### src/rtl/prio_scan_pkg.sv
// prio_scan_pkg: shared FSM state type and lowest-set-bit helper
// for the prio_scan_enc priority scanner (widths up to PSE_MAX_N).
package prio_scan_pkg;

  localparam int unsigned PSE_MAX_N = 64;
  localparam int unsigned PSE_MAX_W = 6;

  typedef enum logic {
    IDLE = 1'b0,
    SCAN = 1'b1
  } pse_state_e;

  // Index of the lowest set bit; 0 for an all-zero vector.
  function automatic logic [PSE_MAX_W-1:0] lowest_set(
    input logic [PSE_MAX_N-1:0] v
  );
    logic [PSE_MAX_W-1:0] r;
    r = '0;
    for (int i = PSE_MAX_N - 1; i >= 0; i--) begin
      if (v[i]) r = PSE_MAX_W'(i);
    end
    return r;
  endfunction

endpackage

### src/rtl/prio_enc_comb.sv
// prio_enc_comb: combinational priority encoder, bit 0 highest.
// Ports: req (N) in; idx (W) lowest set index, any = |req,
// lsb_oh (N) one-hot mask of the lowest set bit (zero if req == 0).
module prio_enc_comb
  import prio_scan_pkg::*;
#(
  parameter  int unsigned N = 8,
  localparam int unsigned W = $clog2(N)
) (
  input  logic [N-1:0] req,
  output logic [W-1:0] idx,
  output logic         any,
  output logic [N-1:0] lsb_oh
);

  assign idx    = W'(lowest_set(PSE_MAX_N'(req)));
  assign any    = |req;
  // Two's-complement trick isolates the lowest set bit.
  assign lsb_oh = req & (~req + N'(1));

endmodule

### src/rtl/prio_scan_enc.sv
// prio_scan_enc: sequential priority scanner. Captures an N-bit request
// vector and emits the index of each set bit, bit 0 first, one per beat.
// Ports: clk, rst (async, active-high); in_valid/in_ready/in_req input
// handshake; out_valid/out_ready output handshake with out_idx (W),
// out_any (vector nonzero), out_last (final beat), out_cnt (W+1, popcount,
// present only when PSE_COUNT_EN is defined).
module prio_scan_enc
  import prio_scan_pkg::*;
#(
  parameter  int unsigned N = 8,
  localparam int unsigned W = $clog2(N)
) (
  input  logic         clk,
  input  logic         rst,
  input  logic         in_valid,
  output logic         in_ready,
  input  logic [N-1:0] in_req,
  output logic         out_valid,
  input  logic         out_ready,
  output logic [W-1:0] out_idx,
  output logic         out_any,
  output logic         out_last
`ifdef PSE_COUNT_EN
  ,
  output logic [W:0]   out_cnt
`endif
);

  pse_state_e   state_q, state_d;
  logic [N-1:0] pend_q, pend_d;
  logic         any_q, any_d;

  logic [W-1:0] enc_idx;
  logic         enc_any;
  logic [N-1:0] enc_oh;

  logic         scan;
  logic         single;
  logic         out_hs;
  logic         in_hs;

  prio_enc_comb #(.N(N)) u_enc (
    .req    (pend_q),
    .idx    (enc_idx),
    .any    (enc_any),
    .lsb_oh (enc_oh)
  );

  assign scan   = (state_q == SCAN);
  // Last beat when nothing (zero vector) or only one bit remains.
  assign single = ~enc_any | ~|(pend_q & ~enc_oh);

  assign out_valid = scan;
  assign out_idx   = enc_idx;
  assign out_any   = any_q;
  assign out_last  = scan & single;

  assign out_hs   = out_valid & out_ready;
  // Accept a new vector in the same cycle the last beat retires.
  assign in_ready = ~scan | (out_ready & single);
  assign in_hs    = in_valid & in_ready;

`ifdef PSE_COUNT_EN
  logic [W:0] cnt_q, cnt_d;

  function automatic logic [W:0] popcnt(input logic [N-1:0] v);
    logic [W:0] s;
    s = '0;
    for (int i = 0; i < int'(N); i++) begin
      s = s + (W+1)'(v[i]);
    end
    return s;
  endfunction

  always_comb begin
    cnt_d = cnt_q;
    if (in_hs) cnt_d = popcnt(in_req);
  end

  always_ff @(posedge clk or posedge rst) begin
    if (rst) cnt_q <= '0;
    else     cnt_q <= cnt_d;
  end

  assign out_cnt = cnt_q;
`endif

  always_comb begin
    state_d = state_q;
    pend_d  = pend_q;
    any_d   = any_q;
    if (out_hs) begin
      pend_d = pend_q & ~enc_oh;
      if (single) state_d = IDLE;
    end
    // Capture wins over the retire above (back-to-back case).
    if (in_hs) begin
      pend_d  = in_req;
      any_d   = |in_req;
      state_d = SCAN;
    end
  end

  always_ff @(posedge clk or posedge rst) begin
    if (rst) begin
      state_q <= IDLE;
      pend_q  <= '0;
      any_q   <= 1'b0;
    end else begin
      state_q <= state_d;
      pend_q  <= pend_d;
      any_q   <= any_d;
    end
  end

endmodule

### config.mk
export PLATFORM = sky130hd
export DESIGN_NAME = prio_scan_enc
export DESIGN_NICKNAME = d
export VERILOG_FILES = /design/src/rtl/prio_scan_pkg.sv /design/src/rtl/prio_enc_comb.sv /design/src/rtl/prio_scan_enc.sv
export SDC_FILE = /design/constraint.sdc
export NUM_CORES = 1
export LEC_CHECK = 0
export CORE_AREA = 3 3 54 56
export CTS_CLUSTER_DIAMETER = 40
export DETAILED_ROUTE_END_ITERATION = 6
export DIE_AREA = 0 0 57 59
export PLACE_DENSITY = 0.49
export REMOVE_ABC_BUFFERS = 1
export SYNTH_ARGS = -nofsm -noshare
export SYNTH_HDL_FRONTEND = slang
export SYNTH_SLANG_ARGS = --single-unit
### constraint.sdc
create_clock -name clk -period 4 [get_ports clk]
set_input_delay 0.4 -clock clk [delete_from_list [all_inputs] [get_ports clk]]
set_output_delay 0.4 -clock clk [all_outputs]
set_load 0.03 [all_outputs]
# == Word level (Yosys, flattened, before mapping) ==
# Index checks and enable logic that the tools add are counted.
# op_classes
addsub,1
muxes,13
bitwise_logic,12
reduce_logical,7
# ops
cell,n
$mux 3,8
$reduce_or 8->1,3
$and 8x8->8,2
$mux 8,2
$not 8->8,2
$add 8x1->8 const B,1
$and 1x1->1,4
$reduce_bool 2->1,2
$mux 1,3
$not 1->1,2
$or 1x1->1,2
$reduce_and 2->1,1
$logic_not 1->1,1
# totals
reg_bits,10
out_inout_bits,7

# == Logic depth before layout (Yosys ltp) ==
# Gate-level depths: netlist (run 1).
# logic_depth
ltp_word,13
ltp_mapped,8
depth_no_buf,5

# == Cells and area by module ==
# A second synthesis (run 1) with hierarchy kept.
# unflattened
cells_unflattened,113
hier_area_um2,845.8
# by_module_without_submodules
module,instances,cells_each,area_each_um2
prio_scan_enc,1,90,706.9
prio_enc_comb,1,23,138.9

# == Least setup slack after synthesis (run 1) ==
# OpenSTA, ideal clock, no wires.
# synth_timing
path_type,reg2out
startpoint,register pend_q[1]
endpoint,output port out_last
arrival_time_ns,1.927
t_required_ns,3.600
path_slack_ns,1.673
stages_incl_launch_ff,7
n_path_buf,2
path_cell_list,dfrtp_1 > buf_6 > or4_4 > buf_6 > a211oi_2 > o21bai_1 > a21oi_1
# synth_between
elab_chain_cells,9
word_cells_on_any_way,11
classes_between,1 x add/sub; 7 x bitwise; 3 x reduce/logical
# synth_rtl
item,line_no,source
start: declaration,prio_scan_enc.sv:30,"logic [N-1:0] pend_q, pend_d;"
start signal: assignment,prio_scan_enc.sv:111,pend_q <= pend_d;
$not 8->8,prio_enc_comb.sv:19,assign lsb_oh = req & (~req + N'(1));
$add 8x1->8,prio_enc_comb.sv:19,
$and 8x8->8,prio_enc_comb.sv:19,
$not 8->8,prio_scan_enc.sv:51,assign single = ~enc_any | ~|(pend_q & ~enc_oh);
$and 8x8->8,prio_scan_enc.sv:51,
$reduce_or 8->1,prio_scan_enc.sv:51,
$logic_not 1->1,prio_scan_enc.sv:51,
$or 1x1->1 (*),prio_scan_enc.sv:51,
$and 1x1->1 (*),prio_scan_enc.sv:56,assign out_last = scan & single;
end: declaration,prio_scan_enc.sv:22,output logic out_last
# Mark *: on every way between the ends. The rest lies on a longest branch, timed or not.

# == Worst setup path after layout (run 1) ==
# layout_timing
startpoint,register pend_q[1]
endpoint,output port in_ready
# layout_between
elab_chain_cells,10
word_cells_on_any_way,12
classes_between,1 x add/sub; 8 x bitwise; 3 x reduce/logical
# layout_rtl
item,line_no,source
$not 8->8,prio_enc_comb.sv:19,
$add 8x1->8,prio_enc_comb.sv:19,
$and 8x8->8,prio_enc_comb.sv:19,
$not 8->8,prio_scan_enc.sv:51,
$and 8x8->8,prio_scan_enc.sv:51,
$reduce_or 8->1,prio_scan_enc.sv:51,
$logic_not 1->1,prio_scan_enc.sv:51,
$or 1x1->1 (*),prio_scan_enc.sv:51,
$and 1x1->1 (*),prio_scan_enc.sv:60,assign in_ready = ~scan | (out_ready & single);
$or 1x1->1 (*),prio_scan_enc.sv:60,
end: declaration,prio_scan_enc.sv:16,"output logic in_ready,"
# Marked as above.

==> results.sh, run 1 <==
export IMPL_outcome="finished, final reports clean"
export IMPL_worstPathRequired_ns=3.60
export IMPL_gr_total_overflow=0
export IMPL_via_per_inst=5.418
export IMPL_fin_cells=122
export IMPL_period_share=0.7523
export IMPL_yosys_cell_types_count=26
export IMPL_cp_start_kind="flip-flop"
export IMPL_post_cts_setup_buffer_count=0
export IMPL_power_density_nw_per_um2=891.0
export IMPL_grt_setup_unrepaired="false"
export IMPL_yosysTopAreaCellShare=0.3436
export IMPL_r2r_start="pend_q[1]"
export IMPL_die_h_microns=59
export IMPL_max_slew_margin=0.6101
export IMPL_drt_pass1_iterations=5
export IMPL_final_core_util=0.3687
export IMPL_async_reset_ff_frac=1.000
export IMPL_grt_pass1_vias=578
export IMPL_worstSetupPathType="reg2out"
export IMPL_cts_sinks=10
export IMPL_num_antenna_cells=0
export IMPL_rr_endpoint="pend_q[2]"
export IMPL_cts_clk_slew_worst_paths_ns=0.06
export IMPL_holdWs_ns=0.4170
export IMPL_die_w_microns=57
export IMPL_place_ws_ns=1.283
export IMPL_design_area_sq_um=913.4
export IMPL_synth_top_family_by_area="compound AO/OA/AOI/OAI gates"
export IMPL_dp_cells=119
export IMPL_min_delay_path_class="in2async"
export IMPL_ioPinCount=19
export IMPL_critPathSlowestCell="clkdlybuf4s50_1"
export IMPL_drv_slew=0
export IMPL_cp_end_kind="primary output"
export IMPL_setup_ws_ns=0.9908
export IMPL_cts_tree="done"
export IMPL_fin_crit_ns=3.009
export IMPL_max_slew_worst_pin_slew_ns=0.5848
export IMPL_r2r_cells=5
export IMPL_muxShareOfSynthArea=0
export IMPL_grt_use_total=0.1105
export IMPL_synth_edf_count=0
export IMPL_p_leak_nw=0.3514
export IMPL_dpl_instance_area_sq_um=890.9
export IMPL_antenna_found_initial=0
export IMPL_root_buffer="clkbuf_4"
export IMPL_wl_per_cell_microns=14.69
export IMPL_syn_area_sq_um=728.2
export IMPL_synthAdderAreaFrac=0
export IMPL_die_area_sq_um=3363
export IMPL_crit_path_max_incr_delay_ns=0.66
export IMPL_seq_area_frac_synth=0.3436
export IMPL_synth_xor_area_frac=0
export IMPL_peakVddDrop_v=0.0004444
export IMPL_cts_htree_levels=1
export IMPL_drc=0
export IMPL_cts_resized=0
export IMPL_yosys_register_bits=10
export IMPL_synth_commonest_cells="10 x dfrtp_1, 7 x nor2_1, 6 x a21oi_1, 6 x nor3_1"
export IMPL_max_freq_mhz=332.3
export IMPL_yosys_top_cells_area="dfrtp_1 34%, a221o_1 5.5%, a22o_1 4.8%"
export IMPL_finalSetupTns_ns=0
export IMPL_rows=18
export IMPL_drive_gt1_frac=0.08696
export IMPL_final_nets=106
export IMPL_grt_pass1_wl_microns=2877
export IMPL_fillCellCount=275
export IMPL_start_util=0.2939
export IMPL_syn_inst=79
export IMPL_antenna_left=0
export IMPL_synth_compound_area_frac=0.3900
export IMPL_num_vias=661
export IMPL_synth_simple_area_share=0.1701
export IMPL_core_area_sq_um=2477
export IMPL_post_synth_top_count_cell="dfrtp_1"
export IMPL_hold_buffers=0
export IMPL_power_mw=0.8138
export IMPL_cp_cell_sequence="or4_4 -> a211oi_2 -> o21bai_1 -> a21o_1 -> nand2_1 -> clkdlybuf4s50_1"
export IMPL_avgSynthCellArea_sq_um=9.218
export IMPL_yosysTopAreaCell="dfrtp_1"
export IMPL_finalSetupViolations=0
export IMPL_worstPathArrival_ns=2.61
export IMPL_maxCapViolCount=0
export IMPL_dp_final_hpwl_microns=1345
export IMPL_r2r_setup_slack_ns=1.77
export IMPL_hold_viol=0
export IMPL_io_buffers=18
export IMPL_clock_latency_ns=0.26
export IMPL_grt_max_degree=17
export IMPL_synth_ff_type="dfrtp_1"
export IMPL_cts_made_buffers=3
export IMPL_fin_skew_ns=0.002637
export IMPL_drtIter0Drc=15
export IMPL_path_max_fanout=10
export IMPL_clock_path_buffers=2
export IMPL_synthToLayoutAreaGrowth_pct=25.43
export IMPL_place_congestion=0.7983
export IMPL_wl_microns=1792
export IMPL_yosysWarnings=0
registers in the layout, summed over array words and instances, names as in the netlist:
signal,flops
pend_q,8
out_valid,1
out_any,1
placed cells by master, fill, tap and decap left out:
| cell type | instances |
|---|---|
| a211oi_1 | 4 |
| a211oi_2 | 1 |
| a21o_1 | 2 |
| a21oi_1 | 6 |
| a221o_1 | 4 |
| a22o_1 | 4 |
| a31oi_1 | 1 |
| a31oi_2 | 1 |
| clkbuf_4 | 3 |
| clkdlybuf4s50_1 | 18 |
| dfrtp_1 | 10 |
| inv_1 | 4 |
| nand2_1 | 2 |
| nand3b_1 | 1 |
| nor2_1 | 7 |
| nor2b_1 | 2 |
| nor3_1 | 6 |
| nor4_1 | 3 |
| o21ai_0 | 4 |
| o21ai_4 | 1 |
| o21bai_1 | 4 |
| o221ai_1 | 1 |
| o2bb2ai_4 | 1 |
| or4_4 | 1 |
| or4b_1 | 1 |
worst max-delay path, delay by kind of cell, from the launching register on:
kind                   cells  cell delay [ns]
DFF                        1             0.47
buffers and inverters      1             0.66
and+or+nand+nor            2             0.69
AOI/OAI and AO/OA          3             0.51
layer usage:
metal	track usage	share of wire	wire length, microns	vias up
li1	-	-	-	328
met1	0.1492	0.47	844	320
met2	0.1648	0.48	862	11
met3	0.03704	0.034	61	2
met4	0.03974	0.014	25	0
met5	0	0	0	-
power by group:
part	switching [mW]	leakage, nW	total, mW	internal [mW]
sequential	0.0876	0.120	0.226	0.138
clock	0.0329	0.0138	0.0676	0.0347
combinational	0.284	0.218	0.521	0.237
total	0.404	0.351	0.814	0.409
area by class of cell:
cell class | count | area, sq um | area share
repair buffers | 18 | 180.2 | 0.1973
multi-input cells | 57 | 407.9 | 0.4466
well taps | 30 | 37.54 | 0.04110
clock buffers | 3 | 22.52 | 0.02466
inverters | 4 | 15.01 | 0.01644
flip-flops and latches | 10 | 250.2 | 0.2740
logic make-up (layout without fill, tap and decap cells):
kind of cell | count (synthesis) | count (layout)
buf+inv | 12 | 25
flops | 10 | 10
simple gates | 23 | 23
compound gates | 34 | 34
worst max-delay path by stage:
stage	startpoint	end	slack, ns	cells after the start
5_1_grt	pend_q[1]	in_ready	0.89	6
3_3_place_gp	pend_q[1]	in_ready	1.31	6
4_1_cts	pend_q[1]	in_ready	0.99	6
6_report	pend_q[1]	in_ready	0.99	6
2_1_floorplan	pend_q[1]	out_last	1.75	4
3_5_place_dp	pend_q[1]	in_ready	1.28	6
No activity file was read; power rests on OpenSTA's default activity.
==> run 2, diff against run 1 <==
--- a/config.mk
+++ b/config.mk
@@ -9,7 +9,7 @@
 export CTS_CLUSTER_DIAMETER = 40
 export DETAILED_ROUTE_END_ITERATION = 6
 export DIE_AREA = 0 0 57 59
-export PLACE_DENSITY = 0.49
+export PLACE_DENSITY = 0.5
 export REMOVE_ABC_BUFFERS = 1
 export SYNTH_ARGS = -nofsm -noshare
 export SYNTH_HDL_FRONTEND = slang
==> constraint.sdc (replaced) <==
create_clock -name clk -period 2.45 [get_ports clk]
set_input_delay 0.245 -clock clk [delete_from_list [all_inputs] [get_ports clk]]
set_output_delay 0.245 -clock clk [all_outputs]
set_load 0.03 [all_outputs]
==> run 2 against run 1 <==
  * Critical path type unchanged
  * Sequential power is 65% higher
  * Total power is 70% higher
  * Die area stayed put
  * Non-clock buffer count is 4 higher
  * Setup slack worse by 0.86 ns
  * Register-to-register slack worse by 1.4 ns
  * Worst hold slack worse by 0.15 ns
  * Design area is 4.4% higher
  * Critical path depth stayed put
  * Sequential cell count stayed put
  * Sequential share of layout area is 0.89 points lower
  * Count of clock-buffer cells in the layout is 1 higher
==> results.sh, run 2 (same netlist as run 1, synthesis figures left out) <==
export IMPL_outcome="finished, final reports clean"
export IMPL_io_buffers=18
export IMPL_r2r_cells=6
export IMPL_worstPathRequired_ns=2.20
export IMPL_cts_sinks=10
export IMPL_clock_latency_ns=0.27
export IMPL_fillCellCount=269
export IMPL_dp_cells=119
export IMPL_grt_pass1_vias=614
export IMPL_cp_end_kind="primary output"
export IMPL_num_vias=679
export IMPL_drc=0
export IMPL_finalSetupTns_ns=0
export IMPL_cts_htree_levels=1
export IMPL_cp_start_kind="flip-flop"
export IMPL_worstSetupPathType="reg2out"
export IMPL_start_util=0.2939
export IMPL_max_slew_worst_pin_slew_ns=0.5448
export IMPL_synthToLayoutAreaGrowth_pct=30.93
export IMPL_cts_made_buffers=3
export IMPL_cts_clk_slew_worst_paths_ns=0.07
export IMPL_fin_crit_ns=2.321
export IMPL_grt_max_degree=17
export IMPL_path_max_fanout=8
export IMPL_grt_setup_unrepaired="false"
export IMPL_via_per_inst=5.346
export IMPL_finalSetupViolations=0
export IMPL_drive_gt1_frac=0.1753
export IMPL_wl_per_cell_microns=14.09
export IMPL_dp_final_hpwl_microns=1298
export IMPL_num_antenna_cells=0
export IMPL_die_w_microns=57
export IMPL_period_share=0.9475
export IMPL_rows=18
export IMPL_final_cell_mix="15 x clkdlybuf4s50_1, 8 x dfrtp_1, 7 x nor2_1"
export IMPL_p_leak_nw=0.3807
export IMPL_gr_total_overflow=0
export IMPL_cts_tree="done"
export IMPL_largest_register="pend_q"
export IMPL_largest_reg_flops=8
export IMPL_die_h_microns=59
export IMPL_peakVddDrop_v=0.0006426
export IMPL_drtIter0Drc=19
export IMPL_max_freq_mhz=430.8
export IMPL_holdWs_ns=0.2683
export IMPL_core_area_sq_um=2477
export IMPL_ioPinCount=19
export IMPL_fin_skew_ns=0.004214
export IMPL_grt_pass1_wl_microns=2967
export IMPL_drt_pass1_iterations=4
export IMPL_place_congestion=0.8113
export IMPL_min_delay_path_class="in2async"
export IMPL_max_slew_margin=0.6368
export IMPL_r2r_start="pend_q[2]"
export IMPL_hold_viol=0
export IMPL_antenna_left=0
export IMPL_rr_endpoint="pend_q[1]"
export IMPL_power_density_nw_per_um2=1455
export IMPL_worstPathArrival_ns=2.08
export IMPL_antenna_found_initial=0
export IMPL_drv_slew=0
export IMPL_root_buffer="clkbuf_4"
export IMPL_grt_use_total=0.1153
export IMPL_fin_cells=127
export IMPL_clock_path_buffers=2
export IMPL_wl_microns=1790
export IMPL_r2r_setup_slack_ns=0.33
export IMPL_maxCapViolCount=0
export IMPL_die_area_sq_um=3363
export IMPL_final_nets=110
export IMPL_final_common_cell="clkdlybuf4s50_1"
==> run 2: layout make-up <==
type | count | area (sq um) | area share
clock buffer | 4 | 36.28 | 0.03806
inverter | 4 | 15.01 | 0.01575
multi-input combinational | 57 | 407.9 | 0.4278
sequential | 10 | 252.7 | 0.2651
tap | 30 | 37.54 | 0.03937
timing repair buffer | 22 | 203.9 | 0.2139
==> run 2: layer usage <==
metal,up-vias,share of wire,global-route usage
li1,337,-,-
met1,325,0.48,0.1568
met2,15,0.47,0.1713
met3,2,0.039,0.04575
met4,0,0.0095,0.02980
met5,-,0,0
==> run 2: worst max-delay path, stage by stage, from the launching register on <==
cell,delay (ns)
dfrtp_2,0.46
or4_4,0.60
a211oi_2,0.23
o21bai_1,0.11
a21o_1,0.18
nand2_1,0.07
buf_4,0.16
==> run 2: where the power goes <==
part	switching, mW	internal, mW
combinational	0.470	0.397
clock	0.0578	0.0903
sequential	0.146	0.227
total	0.673	0.714
==> run 2: worst max-delay path by stage <==
stage | from | end | slack [ns]
finish | pend_q[2] | in_ready | 0.13
global route | pend_q[2] | in_ready | 0.01
CTS | pend_q[1] | in_ready | 0.07
detailed placement | out_ready | pend_q[1] | 0.30
global placement | pend_q[1] | out_idx[2] | 0.30
floorplan | pend_q[1] | out_last | 0.36
==> run 2: what timing repair did <==
action | in CTS | in global routing
hold buffers | 0 | 0
setup buffers | 0 | 4
endpoints found under the setup margin | 1 | 1
pin swaps | 0 | 1
gates resized for setup | 1 | 2
==> run 2: metrics by stage <==
step	setup WS [ns]	total power, mW	area, sq um	utilization
6_report	0.1285	1.387	953.4	0.3848
4_1_cts	0.06894	1.353	920.9	0.3717
5_1_grt	0.01359	1.501	953.4	0.3848
3_3_place_gp	0.2962	1.214	885.9	0.3576
3_5_place_dp	0.2953	1.208	885.9	0.3576
2_1_floorplan	0.3566	0.9293	673.1	-
==> run 3, diff against run 2 <==
--- a/config.mk
+++ b/config.mk
@@ -5,6 +5,7 @@
 export SDC_FILE = /design/constraint.sdc
 export NUM_CORES = 1
 export LEC_CHECK = 0
+export CAP_MARGIN = 5
 export CORE_AREA = 3 3 54 56
 export CTS_CLUSTER_DIAMETER = 40
 export DETAILED_ROUTE_END_ITERATION = 6
==> results of run 3 <==
Final layout, timing and power as in run 2 (identical DEF).
